[config.mk]
export PLATFORM = sky130hd
export DESIGN_NAME = core_ctrl_flat
export DESIGN_NICKNAME = d
export VERILOG_FILES = /design/src/rtl/core_ctrl_pkg.sv /design/src/rtl/core_ctrl_if.sv /design/src/rtl/core_ctrl_inst_pack.sv /design/src/rtl/core_ctrl.sv /design/src/flat_wrapper.sv
export SDC_FILE = /design/constraint.sdc
export NUM_CORES = 1
export LEC_CHECK = 0
export ABC_AREA = 1
export ABC_CLOCK_PERIOD_IN_PS = 11400
export CAP_MARGIN = 10
export CORE_UTILIZATION = 30
export DETAILED_ROUTE_END_ITERATION = 12
export GPL_ROUTABILITY_DRIVEN = 1
export SLEW_MARGIN = 20
export SYNTH_ARGS = -nofsm -noshare
export SYNTH_HDL_FRONTEND = slang
export SYNTH_SLANG_ARGS = --single-unit
[constraint.sdc]
create_clock -name clk -period 11.4 [get_ports clk]
set_input_delay 2.28 -clock clk [delete_from_list [all_inputs] [get_ports clk]]
set_output_delay 2.28 -clock clk [all_outputs]
set_load 0.01 [all_outputs]
[src/rtl/core_ctrl_pkg.sv]
// Shared types and constants for the core instruction sequencer.
// Holds the inst bit map, the idle word, FSM states and latched tile config.
package core_ctrl_pkg;

    localparam int CORE_COL     = 8;
    localparam int CORE_ROW     = 4;
    localparam int CORE_MAX_LEN = 64;

    localparam int INST_W       = 34;
    localparam int LOAD_BIT     = 0;
    localparam int EXEC_BIT     = 1;
    localparam int L0_WR_BIT    = 2;
    localparam int L0_RD_BIT    = 3;
    localparam int OFIFO_RD_BIT = 6;
    localparam int XADDR_LSB    = 7;
    localparam int XADDR_W      = 11;
    localparam int XWEN_BIT     = 18;
    localparam int XCEN_BIT     = 19;
    localparam int PADDR_LSB    = 20;
    localparam int PADDR_W      = 11;
    localparam int PWEN_BIT     = 31;
    localparam int PCEN_BIT     = 32;
    localparam int ACCUM_BIT    = 33;

    // Both memories deselected (CEN=WEN=1), every control bit low.
    localparam logic [INST_W-1:0] IDLE_INST = 34'h1_800C_0000;

    typedef enum logic [2:0] {
        S_IDLE,
        S_KLOAD,
        S_KPUSH,
        S_KGAP,
        S_XLOAD,
        S_EXEC,
        S_DRAIN
    } state_t;

    typedef struct packed {
        logic [9:0]  w_base;
        logic [9:0]  x_base;
        logic [10:0] p_base;
        logic [6:0]  x_len;
        logic        accum;
    } cfg_t;

    typedef struct packed {
        logic        load;
        logic        execute;
        logic        l0_wr;
        logic        l0_rd;
        logic        ofifo_rd;
        logic [9:0]  xmem_addr;
        logic        xmem_wen;
        logic        xmem_cen;
        logic [10:0] pmem_addr;
        logic        pmem_wen;
        logic        pmem_cen;
        logic        accum;
    } inst_fields_t;

endpackage

[src/rtl/core_ctrl_if.sv]
// Host/core-facing bundle of the sequencer: tile config and start in,
// instruction word and status out.
interface core_ctrl_if;
    import core_ctrl_pkg::*;

    logic              start;
    logic [9:0]        w_base;
    logic [9:0]        x_base;
    logic [10:0]       p_base;
    logic [6:0]        x_len;
    logic              accum_en;
    logic              ofifo_valid;
    logic [INST_W-1:0] inst;
    logic              busy;
    logic              done;
    logic              err;

    modport master (
        input  start, w_base, x_base, p_base, x_len, accum_en, ofifo_valid,
        output inst, busy, done, err
    );

    modport slave (
        output start, w_base, x_base, p_base, x_len, accum_en, ofifo_valid,
        input  inst, busy, done, err
    );

endinterface

[src/rtl/core_ctrl_inst_pack.sv]
// Packs decoded instruction fields into the 34-bit core inst word.
// xmem address is zero-extended, so the l0/ififo select bit stays 0.
module ctrl_inst_pack
    import core_ctrl_pkg::*;
(
    input  inst_fields_t      f,
    output logic [INST_W-1:0] inst_w
);

    always_comb begin
        inst_w                          = '0;
        inst_w[LOAD_BIT]                = f.load;
        inst_w[EXEC_BIT]                = f.execute;
        inst_w[L0_WR_BIT]               = f.l0_wr;
        inst_w[L0_RD_BIT]               = f.l0_rd;
        inst_w[OFIFO_RD_BIT]            = f.ofifo_rd;
        inst_w[XADDR_LSB +: XADDR_W]    = {1'b0, f.xmem_addr};
        inst_w[XWEN_BIT]                = f.xmem_wen;
        inst_w[XCEN_BIT]                = f.xmem_cen;
        inst_w[PADDR_LSB +: PADDR_W]    = f.pmem_addr;
        inst_w[PWEN_BIT]                = f.pmem_wen;
        inst_w[PCEN_BIT]                = f.pmem_cen;
        inst_w[ACCUM_BIT]               = f.accum;
    end

endmodule

[src/rtl/core_ctrl.sv]
// One-tile sequencer for core: kernel load/push, activation load, execute,
// then drain the output FIFO into pmem (optionally accumulating).
module core_ctrl
    import core_ctrl_pkg::*;
#(
    parameter int COL     = CORE_COL,
    parameter int ROW     = CORE_ROW,
    parameter int MAX_LEN = CORE_MAX_LEN
)(
    input logic        clk,
    input logic        reset,
    core_ctrl_if.master bus
);

    localparam logic [6:0] KLOAD_LAST = 7'(COL);
    localparam logic [6:0] KPUSH_LAST = 7'(COL - 1);
    localparam logic [6:0] KGAP_LAST  = 7'(ROW + COL - 1);

    state_t            state, state_d;
    cfg_t              cfg, cfg_d;
    logic [6:0]        cnt, cnt_d;
    logic [6:0]        vec_n, vec_n_d;
    logic              rd_q, rd_d;
    logic              wr_q, wr_d;
    logic              done_q, done_d;
    logic              err_q, err_d;
    logic              x_len_ok;
    logic [INST_W-1:0] inst_q, inst_d;
    inst_fields_t      f;

    assign x_len_ok = (bus.x_len != 7'd0) && (bus.x_len <= 7'(MAX_LEN));

    always_ff @(posedge clk) begin
        if (reset) begin
            state  <= S_IDLE;
            cfg    <= '0;
            cnt    <= '0;
            vec_n  <= '0;
            rd_q   <= 1'b0;
            wr_q   <= 1'b0;
            done_q <= 1'b0;
            err_q  <= 1'b0;
            inst_q <= IDLE_INST;
        end else begin
            state  <= state_d;
            cfg    <= cfg_d;
            cnt    <= cnt_d;
            vec_n  <= vec_n_d;
            rd_q   <= rd_d;
            wr_q   <= wr_d;
            done_q <= done_d;
            err_q  <= err_d;
            inst_q <= inst_d;
        end
    end

    // In DRAIN, cnt counts ofifo reads issued and vec_n counts pmem writes done.
    always_comb begin
        state_d = state;
        cfg_d   = cfg;
        cnt_d   = cnt + 7'd1;
        vec_n_d = vec_n;
        rd_d    = 1'b0;
        wr_d    = 1'b0;
        done_d  = 1'b0;
        err_d   = 1'b0;
        case (state)
            S_IDLE: begin
                cnt_d = '0;
                if (bus.start) begin
                    if (x_len_ok) begin
                        state_d      = S_KLOAD;
                        cfg_d.w_base = bus.w_base;
                        cfg_d.x_base = bus.x_base;
                        cfg_d.p_base = bus.p_base;
                        cfg_d.x_len  = bus.x_len;
                        cfg_d.accum  = bus.accum_en;
                    end else begin
                        err_d = 1'b1;
                    end
                end
            end
            S_KLOAD: if (cnt == KLOAD_LAST) begin
                state_d = S_KPUSH;
                cnt_d   = '0;
            end
            S_KPUSH: if (cnt == KPUSH_LAST) begin
                state_d = S_KGAP;
                cnt_d   = '0;
            end
            S_KGAP: if (cnt == KGAP_LAST) begin
                state_d = S_XLOAD;
                cnt_d   = '0;
            end
            S_XLOAD: if (cnt == cfg.x_len) begin
                state_d = S_EXEC;
                cnt_d   = '0;
            end
            S_EXEC: if (cnt == cfg.x_len - 7'd1) begin
                state_d = S_DRAIN;
                cnt_d   = '0;
                vec_n_d = '0;
                // Accum mode spends its first drain cycle letting the last result land.
                rd_d    = bus.ofifo_valid && !cfg.accum;
            end
            S_DRAIN: begin
                if (done_q) begin
                    state_d = S_IDLE;
                    cnt_d   = '0;
                    vec_n_d = '0;
                end else begin
                    cnt_d   = cnt + {6'd0, rd_q};
                    vec_n_d = vec_n + {6'd0, wr_q};
                    wr_d    = rd_q;
                    rd_d    = bus.ofifo_valid && (cnt_d < cfg.x_len)
                              && !(cfg.accum && rd_q);
                    done_d  = (vec_n_d == cfg.x_len);
                end
            end
            default: state_d = S_IDLE;
        endcase
    end

    // Decode from next-cycle values so the registered inst lines up with the state.
    always_comb begin
        f          = '0;
        f.xmem_wen = 1'b1;
        f.xmem_cen = 1'b1;
        f.pmem_wen = 1'b1;
        f.pmem_cen = 1'b1;
        case (state_d)
            S_KLOAD: begin
                if (cnt_d < KLOAD_LAST) begin
                    f.xmem_cen  = 1'b0;
                    f.xmem_addr = cfg_d.w_base + 10'(cnt_d);
                end
                f.l0_wr = (cnt_d != 7'd0);
            end
            S_KPUSH: begin
                f.l0_rd = 1'b1;
                f.load  = 1'b1;
            end
            S_XLOAD: begin
                if (cnt_d < cfg_d.x_len) begin
                    f.xmem_cen  = 1'b0;
                    f.xmem_addr = cfg_d.x_base + 10'(cnt_d);
                end
                f.l0_wr = (cnt_d != 7'd0);
            end
            S_EXEC: begin
                f.l0_rd   = 1'b1;
                f.execute = 1'b1;
            end
            S_DRAIN: if (!done_d) begin
                f.ofifo_rd = rd_d;
                if (wr_d) begin
                    f.pmem_cen  = 1'b0;
                    f.pmem_wen  = 1'b0;
                    f.pmem_addr = cfg_d.p_base + 11'(vec_n_d);
                    f.accum     = cfg_d.accum;
                end else if (rd_d && cfg_d.accum) begin
                    f.pmem_cen  = 1'b0;
                    f.pmem_addr = cfg_d.p_base + 11'(vec_n_d);
                end
            end
            default: ;
        endcase
    end

    ctrl_inst_pack u_pack (
        .f      (f),
        .inst_w (inst_d)
    );

    assign bus.inst = inst_q;
    assign bus.busy = (state != S_IDLE);
    assign bus.done = done_q;
    assign bus.err  = err_q;

endmodule
[src/flat_wrapper.sv]
// flat-port wrapper written by rule: the top's interface ports become plain ports
module core_ctrl_flat import core_ctrl_pkg::*;
#(
    parameter int COL     = CORE_COL,
    parameter int ROW     = CORE_ROW,
    parameter int MAX_LEN = CORE_MAX_LEN
)
  (clk, reset, bus_start, bus_w_base, bus_x_base, bus_p_base, bus_x_len, bus_accum_en, bus_ofifo_valid, bus_inst, bus_busy, bus_done, bus_err);
  core_ctrl_if bus_i ();
  input logic clk;
  input logic reset;
  input wire logic [$bits(bus_i.start)-1:0] bus_start;
  input wire logic [$bits(bus_i.w_base)-1:0] bus_w_base;
  input wire logic [$bits(bus_i.x_base)-1:0] bus_x_base;
  input wire logic [$bits(bus_i.p_base)-1:0] bus_p_base;
  input wire logic [$bits(bus_i.x_len)-1:0] bus_x_len;
  input wire logic [$bits(bus_i.accum_en)-1:0] bus_accum_en;
  input wire logic [$bits(bus_i.ofifo_valid)-1:0] bus_ofifo_valid;
  output wire logic [$bits(bus_i.inst)-1:0] bus_inst;
  output wire logic [$bits(bus_i.busy)-1:0] bus_busy;
  output wire logic [$bits(bus_i.done)-1:0] bus_done;
  output wire logic [$bits(bus_i.err)-1:0] bus_err;
  assign bus_i.start = bus_start;
  assign bus_i.w_base = bus_w_base;
  assign bus_i.x_base = bus_x_base;
  assign bus_i.p_base = bus_p_base;
  assign bus_i.x_len = bus_x_len;
  assign bus_i.accum_en = bus_accum_en;
  assign bus_i.ofifo_valid = bus_ofifo_valid;
  assign bus_inst = bus_i.inst;
  assign bus_busy = bus_i.busy;
  assign bus_done = bus_i.done;
  assign bus_err = bus_i.err;
  core_ctrl #(.COL(COL), .ROW(ROW), .MAX_LEN(MAX_LEN)) u_core (.clk(clk), .reset(reset), .bus(bus_i));
endmodule
# Word-level counts from Yosys, hierarchy flattened
# Index checks and enable logic that the tools add are counted.
# op_classes
addsub	7
magnitude_cmp	4
n_eq_ne	17
mux	44
bitwise	5
n_reduce_logical	18
# ops
op	n
$mux W39	3
$mux W7	8
$pmux W7 S7	1
$mux W3	8
$mux W11	2
$eq A7 B7 Y1	3
$pmux W3 S7	1
$add A10 B7 Y10	2
$mux W10	2
$pmux W10 S2	1
$eq A3 B3 Y1 const B	6
$mux W1	15
$add A7 B1 Y7	2
$eq A7 B4 Y1 const B	2
$lt A7 B7 Y1	2
$pmux W7 S2	1
$reduce_bool A7 Y1	2
$add A11 B7 Y11	1
$eq A3 B2 Y1 const B	3
$add A7 B1 Y7 const B	1
$eq A7 B3 Y1 const B	1
$le A7 B7 Y1 const B	1
$lt A7 B4 Y1 const B	1
$sub A7 B1 Y7 const B	1
other kinds (10)	25
# word_totals
regBits	94
inputBits	43
out_inout_bits	37
wordCells	112

# Longest topological paths before layout
# Gate-level depths: netlist of run 1.
# logic_depth
word_depth	9
mapped_depth	27
mapped_depth_nobuf	27

# Cells and area by module
# Synthesis of run 1 repeated with hierarchy kept, for this count alone.
# unflattened
cells_unflattened	920
hier_area_um2	6428.7
# by_module_without_submodules
mod	n_inst	cells_each	area_each_um2	seq_area_each_um2
core_ctrl	1	885	6169.7	1881.8
ctrl_inst_pack	1	35	259.0	0.0

# Worst setup path before layout of run 1
# Ideal clock, no wire load.
# synth_path
path_type	input to register
from	input bus_x_len[5]
to	register u_core.inst_q[15], in the netlist u_core.bus.inst[15]
setup_time_ns	0.132
arrival_ns	5.184
required_time_ns	11.268
path_slack_ns	6.084
stages	23
path_buffers	3
cell_sequence	nor2_1 nand3_1 xor2_1 nand2_2 inv_2 clkbuf_2 clkbuf_1 clkbuf_1 a21oi_1 ha_1 fa_1 nand3_1 nand2_1 nand2_1 nand2_1 a21oi_1 inv_1 a21oi_1 nor2_1 xnor2_1 inv_1 nand2_1 a21oi_1
# synth_rtl
element	line_no	rtl
start: declaration	flat_wrapper.sv:16	input wire logic [$bits(bus_i.x_len)-1:0] bus_x_len;
end signal: assignment	core_ctrl.sv:53	inst_q <= inst_d;
end: declaration	core_ctrl.sv:28	logic [INST_W-1:0] inst_q, inst_d;

==> results of run 1 <==
-- worst max-delay path by stage --
stage / slack (ns) / end / cells past startpoint
floorplan: 6.08 / u_core.bus.inst[15] / 23
global placement: 4.74 / u_core.bus.inst[30] / 21
detailed placement: 4.62 / u_core.bus.inst[30] / 21
CTS: 4.99 / u_core.bus.inst[30] / 21
global route: 4.52 / u_core.bus.inst[30] / 21
finish: 5.01 / u_core.bus.inst[30] / 21
-- through the flow --
stage                     instances  utilization [%]
after global routing           1118             37.1
after CTS                      1118             37.1
after global placement         1104             35.6
after detailed placement       1104             35.6
after floorplan                 818                -
final                          1118             37.1
-- per-layer routing --
metal | vias to the layer above | GRT usage, % | part of all wire (%)
met3 | 13 | 2.74 | 4.5
met2 | 81 | 26.3 | 47
met5 | - | 0 | 0
li1 | 2717 | - | -
met1 | 2251 | 20.3 | 47
met4 | 0 | 4.57 | 1.0
-- area by class of cell --
class | instances | area [um^2]
tap | 234 | 293
clock buffer | 10 | 229
sequential | 90 | 1800
multi-input combinational | 574 | 3310
inverter | 127 | 479
fill | 1972 | 11800
timing repair buffer | 79 | 776
clock inverter | 4 | 53.8
-- cells in the final DEF (no fill, tap or decap), types with 5 or more instances in the layout --
master and count:
sky130_fd_sc_hd__ha_1 40, sky130_fd_sc_hd__nand2_1 149, sky130_fd_sc_hd__nor2_1 87, sky130_fd_sc_hd__a21oi_1 66
sky130_fd_sc_hd__a211oi_1 21, sky130_fd_sc_hd__dfxtp_1 90, sky130_fd_sc_hd__inv_2 15, sky130_fd_sc_hd__nand2_2 11
sky130_fd_sc_hd__o21ai_0 19, sky130_fd_sc_hd__xor2_1 24, sky130_fd_sc_hd__or2_2 28, sky130_fd_sc_hd__nor3_1 10
sky130_fd_sc_hd__clkdlybuf4s50_1 74, sky130_fd_sc_hd__nand4_1 5, sky130_fd_sc_hd__inv_1 111, sky130_fd_sc_hd__nand3_1 43
sky130_fd_sc_hd__clkbuf_16 9, sky130_fd_sc_hd__xnor2_1 14, sky130_fd_sc_hd__nor2_2 13
-- cell families after synthesis --
family,after synthesis,share of synthesized area [%]
AOI/OAI and AO/OA,126,12.7
xor gates and xnor gates,38,5.80
adders and majority gates,43,9.78
buffers and inverters,154,10.9
DFF,90,31.4
muxes,4,0.698
other,2,0.131
and+or+nand+nor,359,28.6
-- sequential cells by signal (all words and copies together), names as in the netlist --
signal / cells
u_core.cfg: 39
u_core.bus.err: 1
u_core.wr_q: 1
u_core.bus.done: 1
u_core.rd_q: 1
u_core.state: 3
u_core.vec_n: 7
u_core.cnt: 7
u_core.bus.inst: 30
-- worst reg2reg max path, stage by stage (launching register included) --
cell	delay, ns
sky130_fd_sc_hd__dfxtp_1	0.37
sky130_fd_sc_hd__nor3_1	0.27
sky130_fd_sc_hd__nand2_1	0.18
sky130_fd_sc_hd__inv_1	0.10
sky130_fd_sc_hd__nand2_2	0.05
sky130_fd_sc_hd__buf_4	0.24
sky130_fd_sc_hd__inv_2	0.72
sky130_fd_sc_hd__or2_2	0.24
sky130_fd_sc_hd__inv_1	0.05
sky130_fd_sc_hd__a21oi_1	0.12
sky130_fd_sc_hd__ha_1	0.19
sky130_fd_sc_hd__inv_1	0.05
sky130_fd_sc_hd__fa_1	0.39
sky130_fd_sc_hd__o21ai_0	0.28
sky130_fd_sc_hd__a21oi_1	0.10
sky130_fd_sc_hd__o21ai_0	0.28
sky130_fd_sc_hd__a21oi_1	0.11
sky130_fd_sc_hd__nor2_1	0.17
sky130_fd_sc_hd__nand3b_1	0.11
sky130_fd_sc_hd__xnor2_1	0.18
sky130_fd_sc_hd__nor2_2	0.05
-- where the power goes --
part,internal (W),total [W],switching [W]
Combinational,0.0000603,0.000143,0.0000830
Clock,0.000168,0.000297,0.000128
Sequential,0.000327,0.000333,0.00000574
Total,0.000556,0.000773,0.000217
==> results.md, run 1 <==
- Result of the run: finished, final reports clean
- Synth cell count leaders: 149 x sky130_fd_sc_hd__nand2_1, 111 x sky130_fd_sc_hd__inv_1, 90 x sky130_fd_sc_hd__dfxtp_1
- Worst setup SP type: primary input
- Layout cell share with drive strength beyond 1: 10.7%
- Clock input transition at the sequential cells of the worst setup and hold paths: 0.06 ns
- Area contributors post-synth: sky130_fd_sc_hd__dfxtp_1 31%, sky130_fd_sc_hd__nand2_1 9.8%, sky130_fd_sc_hd__ha_1 8.7%
- Final #Nets: 967
- Number of primary I/O pins: 80
- Crit path largest cell delay: 0.71 ns
- Setup Total Neg Slack: 0 ns
- Endpoint of the worst hold path: u_core.cfg[26]
- CP dominant cell by count: sky130_fd_sc_hd__a21oi_1
- R2r setup slk: 7.01 ns
- H-tree levels: 3
- Most repeated cell in the gate-level netlist after synthesis: sky130_fd_sc_hd__nand2_1
- Cell leakage power: 3.34 nW
- Area of all placed cells without fillers: 0.00695 mm^2
- Combined buffer and inverter count along the critical path: 5
- Count of buffers added by post-CTS timing repair for setup: 0
- Launch instance of the worst register-to-register path: u_core.state[1]
- Vias per std cell: 4.53
- Primary FF master, synth: sky130_fd_sc_hd__dfxtp_1
- Starting Density: 30.7%
- HPWL after DPL: 11500 um
- Cell area after technology mapping: 0.00573 mm^2
- Total Die Area: 0.0197 mm^2
- Area share of the leading cell type in the synthesized netlist: 31.4%
- Tightest Pin Transition: 0.921 ns
- Layout overhead on the synthesized area: 21.1%
- Maximum root-to-sink buffer count: 2
- Worst hold margin: 0.477 ns
- Hold Buf Count CTS: 0
- Clock tree root driver cell: sky130_fd_sc_hd__clkbuf_16
- Type of destination of the critical path: flip-flop
- DRC viols: 0
- Highest fanout seen on the critical path: 68
- Worst slack, placed: 4.62 ns
- Fin Clk Skew: 0.00981 ns
- Number of instances in the synthesized netlist: 816
- Total global routing overflow: 0
- Required time of the worst setup path: 11.62 ns
- Syn avg cell area: 7.03 um^2
- Vias in the first global route: 4846
- Number of antenna violations at the first check in global routing: 0
- Number of nets with antenna violations after routing: 0
- CORE AREA: 0.0187 mm^2
- Cells along the critical path: clkdlybuf4s50_1, nor2_1, nand3_1, xor2_1, nand2_2, buf_4, inv_2, or2_2, inv_1, a21oi_1, ha_1, inv_1, fa_1, o21ai_0, a21oi_1, o21ai_0, a21oi_1, nor2_1, nand3b_1, xnor2_1, nor2_2
- Global-route wire length before repair: 23700 um
- Die Y: 140 um
- Input/output buffers: 75
- CP max-delay cell: sky130_fd_sc_hd__inv_2
- Hold path startpoint: u_core.cfg[26]
- Post-synthesis sequential area ratio: 31.4%
- Total Power Consumption: 0.000773 W
- Number of warning messages in the yosys log: 0
- Largest net degree at the start of global routing: 69
- Final Max Tran Viols: 0
- Final hold violation count: 0
- Clock Sink Count: 90
- Cell variety after synth: 47
- Insertion delay to the later sink of the worst-skew pair: 0.35 ns
- Number of maximum-capacitance constraint violations: 0
- Critical Path Source: bus_x_len[0]
- CTS-repair resized insts: 0
- Number of setup violations in the final report: 0
- CTS tree: done
- Least setup slack across all paths after layout: 5.01 ns
- Aggregate global-route resource usage: 15.6%
- Minimum clock period: 6.39 ns
- Initial DRT Pass Iterations: 6
- Count of flip-flops with a built-in enable after synthesis: 0
- Worst Hold Class: flip-flop to flip-flop
- DR vias: 5062
- WL per Instance: 13.2 um
- Weighted congestion at the end of routability-driven global placement: 0.912
- Type of the setup path with the least slack: primary input to flip-flop
- Number of clock buffers inserted by TritonCTS: 9
- WP data arrival: 6.61 ns
- Placed cell area: 0.00666 mm^2
- Post-synthesis async set-or-reset flop share: 0%
- Dominant delay contributor by cell family on the critical path: buffers and inverters
- Worst slew slack as a fraction of its limit: 38.5%
- Period utilisation layout: 56.0%
- Unrepaired setup endpoints after global routing: false
- Endpoint of the worst-slack reg-to-reg timing path: u_core.bus.inst[30]
- Yosys top cell by area: sky130_fd_sc_hd__dfxtp_1
- Routed wire length: 14800 um
- First DRT Iteration DRCs: 267
- Std-Cell Rows: 50
- Worst reg2reg path depth: 20
- Total of flip-flops plus latches after synthesis: 90
- Power Density: 111 mW/mm^2
- Max Clock Freq: 0.157 GHz
- Antenna fix cells: 0
- DIE WIDTH: 140 um
- Worst Hold Path Cells: 2
- Largest vdd supply drop: 0.0635 mV
No activity file was read; power rests on OpenSTA's default activity.
==> run 2: changes to the inputs <==
--- a/config.mk
+++ b/config.mk
@@ -6,7 +6,7 @@
 export NUM_CORES = 1
 export LEC_CHECK = 0
 export ABC_AREA = 1
-export ABC_CLOCK_PERIOD_IN_PS = 11400
+export ABC_CLOCK_PERIOD_IN_PS = 6000
 export CAP_MARGIN = 10
 export CORE_UTILIZATION = 30
 export DETAILED_ROUTE_END_ITERATION = 12
==> constraint.sdc (replaced) <==
create_clock -name clk -period 6 [get_ports clk]
set_input_delay 1.2 -clock clk [delete_from_list [all_inputs] [get_ports clk]]
set_output_delay 1.2 -clock clk [all_outputs]
set_load 0.01 [all_outputs]
==> results.md, run 2 (same netlist as run 1, synthesis figures left out) <==
- Starting Density: 30.7%
- Layout overhead on the synthesized area: 22.1%
- Least setup slack across all paths after layout: 1.24 ns
- Largest register FFs: 39
- Maximum root-to-sink buffer count: 2
- Worst setup SP type: primary input
- Most common cell after layout, fill and taps aside: sky130_fd_sc_hd__nand2_1
- Type of destination of the critical path: flip-flop
- Std-Cell Rows: 50
- Initial DRT Pass Iterations: 4
- Aggregate global-route resource usage: 15.8%
- Clock Sink Count: 90
- Tightest Pin Transition: 0.776 ns
- CORE AREA: 0.0187 mm^2
- Clock tree root driver cell: sky130_fd_sc_hd__clkbuf_16
- Largest vdd supply drop: 0.117 mV
- H-tree levels: 3
- Total Die Area: 0.0197 mm^2
- Max Clock Freq: 0.210 GHz
- Global-route wire length before repair: 24300 um
- Final Max Tran Viols: 0
- Fin Clk Skew: 0.0102 ns
- Vias in the first global route: 4873
- CP max-delay cell: sky130_fd_sc_hd__clkdlybuf4s50_1
- Antenna fix cells: 0
- Unrepaired setup endpoints after global routing: false
- Area of the multi-input gates: 0.00331 mm^2
- Cell leakage power: 3.37 nW
- Filler Cell Count: 1979
- Number of antenna violations at the first check in global routing: 0
- Clock input transition at the sequential cells of the worst setup and hold paths: 0.07 ns
- Total global routing overflow: 0
- Worst slew slack as a fraction of its limit: 48.3%
- Final #Nets: 968
- Number of maximum-capacitance constraint violations: 0
- DR vias: 5046
- Most used cells in the layout excluding fill and tap cells: 149 x sky130_fd_sc_hd__nand2_1, 111 x sky130_fd_sc_hd__inv_1, 90 x sky130_fd_sc_hd__dfxtp_1
- Input/output buffers: 75
- Final hold violation count: 0
- First DRT Iteration DRCs: 300
- Sequential Area: 0.00180 mm^2
- Largest reg by FF count: u_core.cfg
- Result of the run: finished, final reports clean
- Weighted congestion at the end of routability-driven global placement: 0.889
- Minimum clock period: 4.76 ns
- Hold Buf Count CTS: 0
- Count of buffers added by post-CTS timing repair for setup: 0
- Largest net degree at the start of global routing: 69
- Power Density: 218 mW/mm^2
- DRC viols: 0
- CP dominant cell by count: sky130_fd_sc_hd__a21oi_1
- Highest fanout seen on the critical path: 36
- Cells along the critical path: clkdlybuf4s50_1, nor2_1, nand3_1, xor2_1, nand2_2, inv_2, or2_2, inv_1, a21oi_1, ha_1, inv_1, fa_1, o21ai_0, a21oi_1, o21ai_0, a21oi_1, nor2_1, nand3b_1, xnor2_1, nor2_2
- WL per Instance: 13.2 um
- Number of clock buffers inserted by TritonCTS: 9
- CTS tree: done
- Crit path largest cell delay: 0.41 ns
- Routed wire length: 14800 um
- HPWL after DPL: 11700 um
- DIE WIDTH: 140 um
- WP data arrival: 4.99 ns
- Setup Total Neg Slack: 0 ns
- Required time of the worst setup path: 6.22 ns
- Number of setup violations in the final report: 0
- CTS-repair resized insts: 0
- Period utilisation layout: 79.4%
- Worst Hold Class: flip-flop to flip-flop
- Number of primary I/O pins: 80
- Type of the setup path with the least slack: primary input to flip-flop
- Insertion delay to the later sink of the worst-skew pair: 0.35 ns
- Die Y: 140 um
- Number of nets with antenna violations after routing: 0
- Worst slack, placed: 0.874 ns
- Vias per std cell: 4.50
- Layout cell share with drive strength beyond 1: 10.9%
==> run 2: report_power, final <==
part | internal [W] | leakage (nW) | switching, W
Clock | 0.000369 | 0.155 | 0.000252
Combinational | 0.000116 | 2.48 | 0.000159
Sequential | 0.000621 | 0.733 | 0.0000112
Total | 0.00111 | 3.37 | 0.000421
==> run 2: worst paths after layout <==
| path | startpoint | endpoint | depth (start not counted) | slack, ns |
|---|---|---|---|---|
| setup / recovery | bus_x_len[1] | u_core.bus.inst[30] | 20 | 1.24 |
| setup reg to reg | u_core.cfg[2] | u_core.bus.inst[30] | 23 | 2.07 |
| hold reg to reg | u_core.cfg[26] | u_core.cfg[26] | 2 | 0.47 |
| hold / removal | u_core.cfg[26] | u_core.cfg[26] | 2 | 0.47 |
==> run 2: critical path, delay by kind of cell <==
kind	cells	cell delay, ns
adders and majority gates	2	0.57
and+or+nand+nor	7	0.97
AOI/OAI and AO/OA	5	0.92
buffers and inverters	4	0.91
xor gates and xnor gates	2	0.41
==> run 2: per-stage QoR <==
| step | util, % | instance area, um^2 | hold slack, ns | power [W] | std cells |
|---|---|---|---|---|---|
| floorplan | - | 5740 | 0.434 | 0.000832 | 818 |
| global placement | 35.7 | 6680 | 0.463 | 0.000922 | 1105 |
| detailed placement | 35.7 | 6680 | 0.467 | 0.000922 | 1105 |
| CTS | 37.4 | 7000 | 0.477 | 0.00155 | 1121 |
| global route | 37.4 | 7000 | 0.509 | 0.00161 | 1121 |
| finish | 37.4 | 7000 | 0.473 | 0.00153 | 1121 |
==> run 2: layer usage <==
| metal | wire, um | GRT usage, % |
|---|---|---|
| met3 | 509 | 2.39 |
| met1 | 7110 | 20.3 |
| met2 | 6990 | 26.9 |
| met4 | 201 | 5.78 |
| met5 | 0 | 0 |
==> run 2: final cells by class <==
| cell class | count | area share, % |
|---|---|---|
| clock buffer | 11 | 3.32 |
| clock inverter | 5 | 1.23 |
| inverter | 127 | 6.84 |
| multi-input combinational | 574 | 47.3 |
| sequential | 90 | 25.7 |
| tap | 234 | 4.18 |
| timing repair buffer | 80 | 11.4 |
